## src/rtl/fir_out_serializer_if.sv

```systemverilog
// Handshake bundle for the FIR output serializer: 3-sample parallel words in,
// one serial sample per clock out, plus occupancy and overflow status.
interface fir_out_serializer_if #(
  parameter int NB = 14,
  parameter int LW = 3
);
  logic          vin;
  logic [NB-1:0] din0;
  logic [NB-1:0] din1;
  logic [NB-1:0] din2;
  logic          rdy_in;
  logic [NB-1:0] dout;
  logic          vout;
  logic          rdy_out;
  logic [LW-1:0] level;
  logic          ovf;

  modport master (
    output vin, din0, din1, din2, rdy_out,
    input  rdy_in, dout, vout, level, ovf
  );

  modport slave (
    input  vin, din0, din1, din2, rdy_out,
    output rdy_in, dout, vout, level, ovf
  );
endinterface

```

## src/rtl/fir_out_serializer.sv

```systemverilog
// Buffers 3-sample words from the unfolded FIR in a small FIFO and replays
// them one sample per accepted cycle in time order (din0, din1, din2).
//
// state | meaning
// PH0   | head word sample 0 (time 3k) on dout
// PH1   | head word sample 1 (time 3k+1) on dout
// PH2   | head word sample 2 (time 3k+2) on dout; acceptance retires the word
module fir_out_serializer #(
  parameter int NB    = 14,
  parameter int DEPTH = 4,
  parameter int LW    = $clog2(DEPTH) + 1
) (
  input logic                 clk,
  input logic                 rst_n,
  fir_out_serializer_if.slave bus
);
  localparam int AW = $clog2(DEPTH);

  typedef enum logic [1:0] {PH0, PH1, PH2} ph_t;

  ph_t             ph;
  ph_t             ph_nxt;
  logic [AW-1:0]   wp;
  logic [AW-1:0]   rp;
  logic [LW-1:0]   cnt;
  logic            ovf;
  logic [3*NB-1:0] mem [DEPTH];
  logic [3*NB-1:0] head;
  logic [NB-1:0]   dout;
  logic            rdy_in;
  logic            vout;
  logic            push;
  logic            drop;
  logic            xfer;
  logic            retire;

  // Ready comes from cnt alone so rdy_out never reaches rdy_in combinationally.
  assign rdy_in = (cnt < LW'(DEPTH));
  assign vout   = (cnt != '0);
  assign push   = bus.vin & rdy_in;
  assign drop   = bus.vin & ~rdy_in;
  assign xfer   = vout & bus.rdy_out;
  assign retire = xfer & (ph == PH2);

  always_comb begin
    ph_nxt = ph;
    if (xfer) begin
      case (ph)
        PH0:     ph_nxt = PH1;
        PH1:     ph_nxt = PH2;
        default: ph_nxt = PH0;
      endcase
    end
  end

  always_ff @(posedge clk or negedge rst_n) begin
    if (!rst_n) ph <= PH0;
    else        ph <= ph_nxt;
  end

  always_ff @(posedge clk or negedge rst_n) begin
    if (!rst_n) begin
      wp  <= '0;
      rp  <= '0;
      cnt <= '0;
      ovf <= 1'b0;
    end else begin
      if (push)   wp <= wp + 1'b1;
      if (retire) rp <= rp + 1'b1;
      case ({push, retire})
        2'b10:   cnt <= cnt + 1'b1;
        2'b01:   cnt <= cnt - 1'b1;
        default: cnt <= cnt;
      endcase
      if (drop) ovf <= 1'b1;
    end
  end

  // Storage is not reset; cnt gates every read.
  always_ff @(posedge clk) begin
    if (push) mem[wp] <= {bus.din2, bus.din1, bus.din0};
  end

  assign head = mem[rp];

  always_comb begin
    dout = '0;
    if (vout) begin
      case (ph)
        PH0:     dout = head[NB-1:0];
        PH1:     dout = head[2*NB-1:NB];
        default: dout = head[3*NB-1:2*NB];
      endcase
    end
  end

  assign bus.rdy_in = rdy_in;
  assign bus.vout   = vout;
  assign bus.dout   = dout;
  assign bus.level  = cnt;
  assign bus.ovf    = ovf;
endmodule

```

## src/flat_wrapper.sv

```systemverilog
// flat-port wrapper written by rule: the top's interface ports become plain ports
module fir_out_serializer_flat 
#(
  parameter int NB    = 14,
  parameter int DEPTH = 4,
  parameter int LW    = $clog2(DEPTH) + 1
)
  (clk, rst_n, bus_vin, bus_din0, bus_din1, bus_din2, bus_rdy_out, bus_rdy_in, bus_dout, bus_vout, bus_level, bus_ovf);
  fir_out_serializer_if #(.NB(NB), .LW(LW)) bus_i ();
  input logic clk;
  input logic rst_n;
  input wire logic [$bits(bus_i.vin)-1:0] bus_vin;
  input wire logic [$bits(bus_i.din0)-1:0] bus_din0;
  input wire logic [$bits(bus_i.din1)-1:0] bus_din1;
  input wire logic [$bits(bus_i.din2)-1:0] bus_din2;
  input wire logic [$bits(bus_i.rdy_out)-1:0] bus_rdy_out;
  output wire logic [$bits(bus_i.rdy_in)-1:0] bus_rdy_in;
  output wire logic [$bits(bus_i.dout)-1:0] bus_dout;
  output wire logic [$bits(bus_i.vout)-1:0] bus_vout;
  output wire logic [$bits(bus_i.level)-1:0] bus_level;
  output wire logic [$bits(bus_i.ovf)-1:0] bus_ovf;
  assign bus_i.vin = bus_vin;
  assign bus_i.din0 = bus_din0;
  assign bus_i.din1 = bus_din1;
  assign bus_i.din2 = bus_din2;
  assign bus_i.rdy_out = bus_rdy_out;
  assign bus_rdy_in = bus_i.rdy_in;
  assign bus_dout = bus_i.dout;
  assign bus_vout = bus_i.vout;
  assign bus_level = bus_i.level;
  assign bus_ovf = bus_i.ovf;
  fir_out_serializer #(.NB(NB), .DEPTH(DEPTH), .LW(LW)) u_core (.clk(clk), .rst_n(rst_n), .bus(bus_i));
endmodule
```

## config.mk

```make
export PLATFORM = sky130hd
export DESIGN_NAME = fir_out_serializer_flat
export DESIGN_NICKNAME = d
export VERILOG_FILES = /design/src/rtl/fir_out_serializer_if.sv /design/src/rtl/fir_out_serializer.sv /design/src/flat_wrapper.sv
export SDC_FILE = /design/constraint.sdc
export NUM_CORES = 1
export LEC_CHECK = 0
export CORE_MARGIN = 2
export CORE_UTILIZATION = 35
export DETAILED_ROUTE_END_ITERATION = 10
export GPL_TIMING_DRIVEN = 0
export PLACE_DENSITY = 0.5
export SYNTH_ARGS = -nofsm -noshare
export SYNTH_HDL_FRONTEND = slang
export SYNTH_SLANG_ARGS = --single-unit
```

## constraint.sdc

```tcl
create_clock -name clk -period 4.5 [get_ports clk]
set_input_delay 1.125 -clock clk [delete_from_list [all_inputs] [get_ports clk]]
set_output_delay 1.125 -clock clk [all_outputs]
set_load 0.02 [all_outputs]
```

# After elaboration in Yosys (flattened, before gate mapping)
# Memories as Yosys holds them, arrays and structs flattened.
# Cells that the tools add are included.
# word_totals
out_inout_bits	20
mem_bits_rw	168
regBits	10
memories	1
inputBits	46
# memory_table
name	depth	word_bits	rd	rd_clocked_by_memory_dff	wr	line_no	text
u_core.mem	4	42	1	0	1	fir_out_serializer.sv:27	logic [3*NB-1:0] mem [DEPTH];
# classes
n_eq_ne	4
addsub	4
n_bitwise	5
magnitude_cmp	1
n_reduce_logical	3
n_mux	6
# op_table
cell	count
$pmux W14 S2	1
$mux W14	1
$pmux W3 S2	1
$add A2 B1 Y2 const B	2
$and A1 B1 Y1	4
$eq A2 B1 Y1 const B	2
$eq A2 B2 Y1 const B	2
$pmux W2 S2	1
$add A3 B1 Y3 const B	1
$lt A3 B3 Y1 const B	1
$reduce_bool A3 Y1	1
$sub A3 B1 Y3 const B	1
$logic_not A2 Y1	1
$mux W1	2
$reduce_bool A2 Y1	1
$not A1 Y1	1

# Depth between registers and ports, before layout
# depth
word_depth	5
depth_mapped	9
ltp_nobuf	8

# Least setup slack after synthesis
# No wires, ideal clock.
# synth_timing
path_kind	input -> register
startpoint	in bus_vin
endpoint	mem u_core.mem[0][0] (netlist bit) (enable)
setup_slack_ns	1.588
cell_stages	3
arrival_time_ns	2.509
cell_sequence	nor2b_1 > clkbuf_1 > and2_1
# synth_between
elab_chain_cells	3
# synth_lines
element	line_no	text
from (decl)	flat_wrapper.sv:12	input wire logic [$bits(bus_i.vin)-1:0] bus_vin;
$and A1 B1 Y1	fir_out_serializer.sv:40	assign push = bus.vin & rdy_in;
$mux W1	fir_out_serializer.sv:81	if (push) mem[wp] <= {bus.din2, bus.din1, bus.din0};
$mux W1 (not written as such)	fir_out_serializer.sv:81	
to (decl)	fir_out_serializer.sv:27	
# No other way between the ends.

# Worst setup path after layout
# layout_timing
startpoint	reg u_core.rp[0]
endpoint	out bus_dout[13]
# layout_between
elab_chain_cells	3
# layout_lines
element	line_no	text
from (decl)	fir_out_serializer.sv:24	logic [AW-1:0] rp;
from (signal assigned)	fir_out_serializer.sv:69	if (retire) rp <= rp + 1'b1;
$mem_v2 Z4 W42	n/a	
$pmux W14 S2	fir_out_serializer.sv:89	case (ph)
$mux W14	fir_out_serializer.sv:88	if (vout) begin
to (decl)	flat_wrapper.sv:18	output wire logic [$bits(bus_i.dout)-1:0] bus_dout;
# No other way between the ends.

==> impl_metrics.csv <==
group,metric,value,unit
clock_network,post-cts-setup-buffers,0,
clock_network,cts_tree,"yes",
clock_network,clock-root-buffer,"clkbuf_16",
finish,stdcell_count,787,
routing,wl_per_cell,20.5,µm
worst_setup_path,critPathKind,"flip-flop to output port",
die,core_area,20100,µm²
sta,tns,0,ps
clock_network,clkTransAtPathRegs,70,ps
pwr,vdd_drop_max,0.305,mV
yosys,synth_top_family_by_area,"multiplexers",
sta,maxSlewHeadroom,19.6,%
sta,rsz0062_at_grt,"false",
pwr,finalPower,5.73,mW
finish,multi_input_area,1670,µm²
global_routing,antenna_found_initial,0,
clock_network,ctsHoldBuffers,0,
yosys,ys_warn_count,0,
die,chipWidth,147,µm
placement,routabilityCongestion,0.730,
sta,finalClockSkew,6.45,ps
yosys,synth-edff-count,168,
yosys,ys_seq_elements,178,
run_status,status,"complete, no violations",
yosys,synth_most_common_cell,"edfxtp_1",
pwr,p_leak,2.91,nW
finish,fill_cells,1797,
hold_path,hold_depth,1,
yosys,ys.flop_type,"edfxtp_1",
yosys,synth.mux.area_fraction,10.6,%
worst_setup_path,crit_chain,"buf_4 > buf_2 > nor3_1 > nand2_1 > o2111ai_1 > nor3_1 > clkdlybuf4s50_1",
sta,finalCritPeriodShare,94.5,%
sta,min_period,4250,ps
placement,placed_area,8200,µm²
yosys,synth-compound-area-share,5.43,%
worst_setup_path,arrival,3130,ps
yosys,synthSimpleGateAreaFrac,5.50,%
clock_network,clockBufferDepth,2,
yosys,syn_nets,468,
yosys,synthTopCellsByArea,"edfxtp_1 71%, mux2_2 6.6%, mux2i_1 3.9%",
global_routing,grt_max_degree,30,
worst_setup_path,critPathRequiredTime,3380,ps
global_routing,grtUsageTotal,15.6,%
die,ioPinCount,66,
finish,seqCellArea,5300,µm²
placement,portBuffers,65,
die,initial_utilization,35.4,%
worst_setup_path,worst_setup_path_start_kind,"flip-flop",
clock_network,worstSkewPairLatency,440,ps
finish,num_antenna_cells,0,
yosys,synth_xor_area_share,0.738,%
routing,dr_total_vias,3852,
clock_network,cts_inserted_buffers,17,
clock_network,htree_levels,4,
finish,final_cell_area,8740,µm²
yosys,yosysTopAreaCell,"edfxtp_1",
die,die_h,147,µm
clock_network,numClockSinks,178,
worst_setup_path,path_max_fanout,10,
routing,vias_per_cell,4.89,
worst_setup_path,path_buf_inv,3,
hold_path,hold_path_end,"u_core.bus.ovf$_DFFE_PN0P_",
hold_path,min_from,"u_core.bus.ovf$_DFFE_PN0P_",
placement,dpl.hpwl,10400,µm
finish,fin_nets,556,
die,dieArea,21500,µm²
finish,drive_above_1_share,20.7,%
sta,setup_viol,0,
worst_setup_path,r2r_slack,2280,ps
worst_setup_path,cpMaxStageDelayCell,"nor3_1",
routing,ant_nets,0,
yosys,synth-seq-area-share,74.4,%
yosys,syn_area_per_cell,17.1,µm²
placement,place_inst,755,
sta,hold_viol_final,0,
worst_setup_path,critPathCaptureType,"output port",
sta,fin_hold_ws,464,ps
clock_network,cts_resized,0,
routing,first_pass_iters,4,
global_routing,grt_pass1_vias,3997,
routing,drc,0,
worst_setup_path,cp_common_cell,"nor3_1",
global_routing,overflow,0,
worst_setup_path,cpLargestDelayFamily,"simple AND/OR/NAND/NOR gates",
worst_setup_path,reg2reg_from,"u_core.bus.level[0]$_DFFE_PN0P_",
yosys,synthAdderAreaFrac,1.16,%
finish,syn2layout_area_growth,22.7,%
yosys,synth_top_area_share,70.9,%
yosys,async_flop_share,5.62,%
pwr,power_density,656,nW/µm²
sta,worstMarginPinSlew,1200,ps
finish,fin_util,43.5,%
worst_setup_path,r2r_end,"u_core.bus.level[2]$_DFFE_PN0P_",
sta,fmax,0.235,GHz
sta,drv_slew,0,
yosys,synth.distinct_cells,37,
die,rows,52,
yosys,synth_area,7120,µm²
worst_setup_path,crit_path_max_incr_delay,940,ps
yosys,synthesis.instances,416,
hold_path,holdCritPathClass,"flip-flop to flip-flop",
sta,setup_ws,248,ps
routing,drt_iter0_drc,212,
job,cap_violations,0,
placement,place_ws,664,ps
routing,wl,16100,µm
global_routing,grt_pass1_wl,24300,µm
worst_setup_path,rr_worst_depth,8,
yosys,synth_common_cells,"168 x edfxtp_1, 42 x mux2_2, 32 x nand2_1, 28 x mux2i_1, 16 x nor3_1",
layout by cell type, fill, tap and decap left out, types with 3 or more instances in the layout:
cell	count
edfxtp_1	168
clkdlybuf4s50_1	65
mux2_2	42
nand2_1	32
mux2i_1	28
clkbuf_16	17
nor3_1	16
nor2b_1	15
buf_2	13
o22ai_1	13
o2111ai_1	13
dfrtp_1	10
inv_1	7
a211oi_1	7
a211oi_2	6
clkinv_4	6
clkbuf_1	5
ha_1	5
and2_2	4
xnor2_1	4
buf_4	3
o21ai_0	3
inv_6	3
clkinv_2	3
buf_12	3
routing by layer:
layer | wire length, µm | GRT usage, %
met3 | 666 | 3.81
met4 | 245 | 4.66
met5 | 0 | 0
met1 | 7200 | 20.5
met2 | 8010 | 26.0
flip-flops by register name (all words and copies together) (netlist names):
register	flops
u_core.bus.level	3
u_core.ph	2
u_core.rp	2
u_core.bus.ovf	1
u_core.mem	168
u_core.wp	2
area by class of cell:
cell class	instances	share of cell area [%]
Clock buffer	18	4.91
Inverter	7	0.301
Timing Repair Buffer	69	8.45
Tap cell	270	3.87
Multi-Input combinational cell	208	19.1
Buffer	23	1.48
Sequential cell	178	60.6
Clock inverter	14	1.25
cells by family (layout without fill, tap and decap cells):
family                     Yosys count  after routing
muxes                               70             70
AOI/OAI and AO/OA                   48             48
DFF                                178            178
adders and majority gates            6              6
and+or+nand+nor                     78             78
xor gates and xnor gates             6              6
buffers and inverters               30            131
power by group:
group	switching (mW)	internal, mW
clock network	0.634	0.712
registers	0.0665	2.08
logic	1.31	0.925
worst register-to-register path: cells and delay by family, from the launching register on:
family | cells | cell delay [ps]
buffers and inverters | 1 | 60
AND/OR/NAND/NOR | 2 | 590
AO/OA/AOI/OAI | 1 | 190
XOR/XNOR | 2 | 270
flip-flops | 1 | 420
adder cells (fa/ha/maj) | 2 | 630
worst max path at each step:
stage                                   from                     endpoint  slack [ps]  cells past startpoint
floorplan                            bus_vin   u_core.mem[0][0]$_DFFE_PP_        1590                      3
global placement                     bus_vin  u_core.mem[0][23]$_DFFE_PP_          80                      4
detailed placement  u_core.rp[0]$_DFFE_PN0P_                 bus_dout[13]         660                      7
CTS                 u_core.rp[0]$_DFFE_PN0P_                 bus_dout[13]         200                      7
global route        u_core.rp[0]$_DFFE_PN0P_                 bus_dout[13]          90                      7
finish              u_core.rp[0]$_DFFE_PN0P_                 bus_dout[13]         250                      7
(Power assumes the default switching activity.)
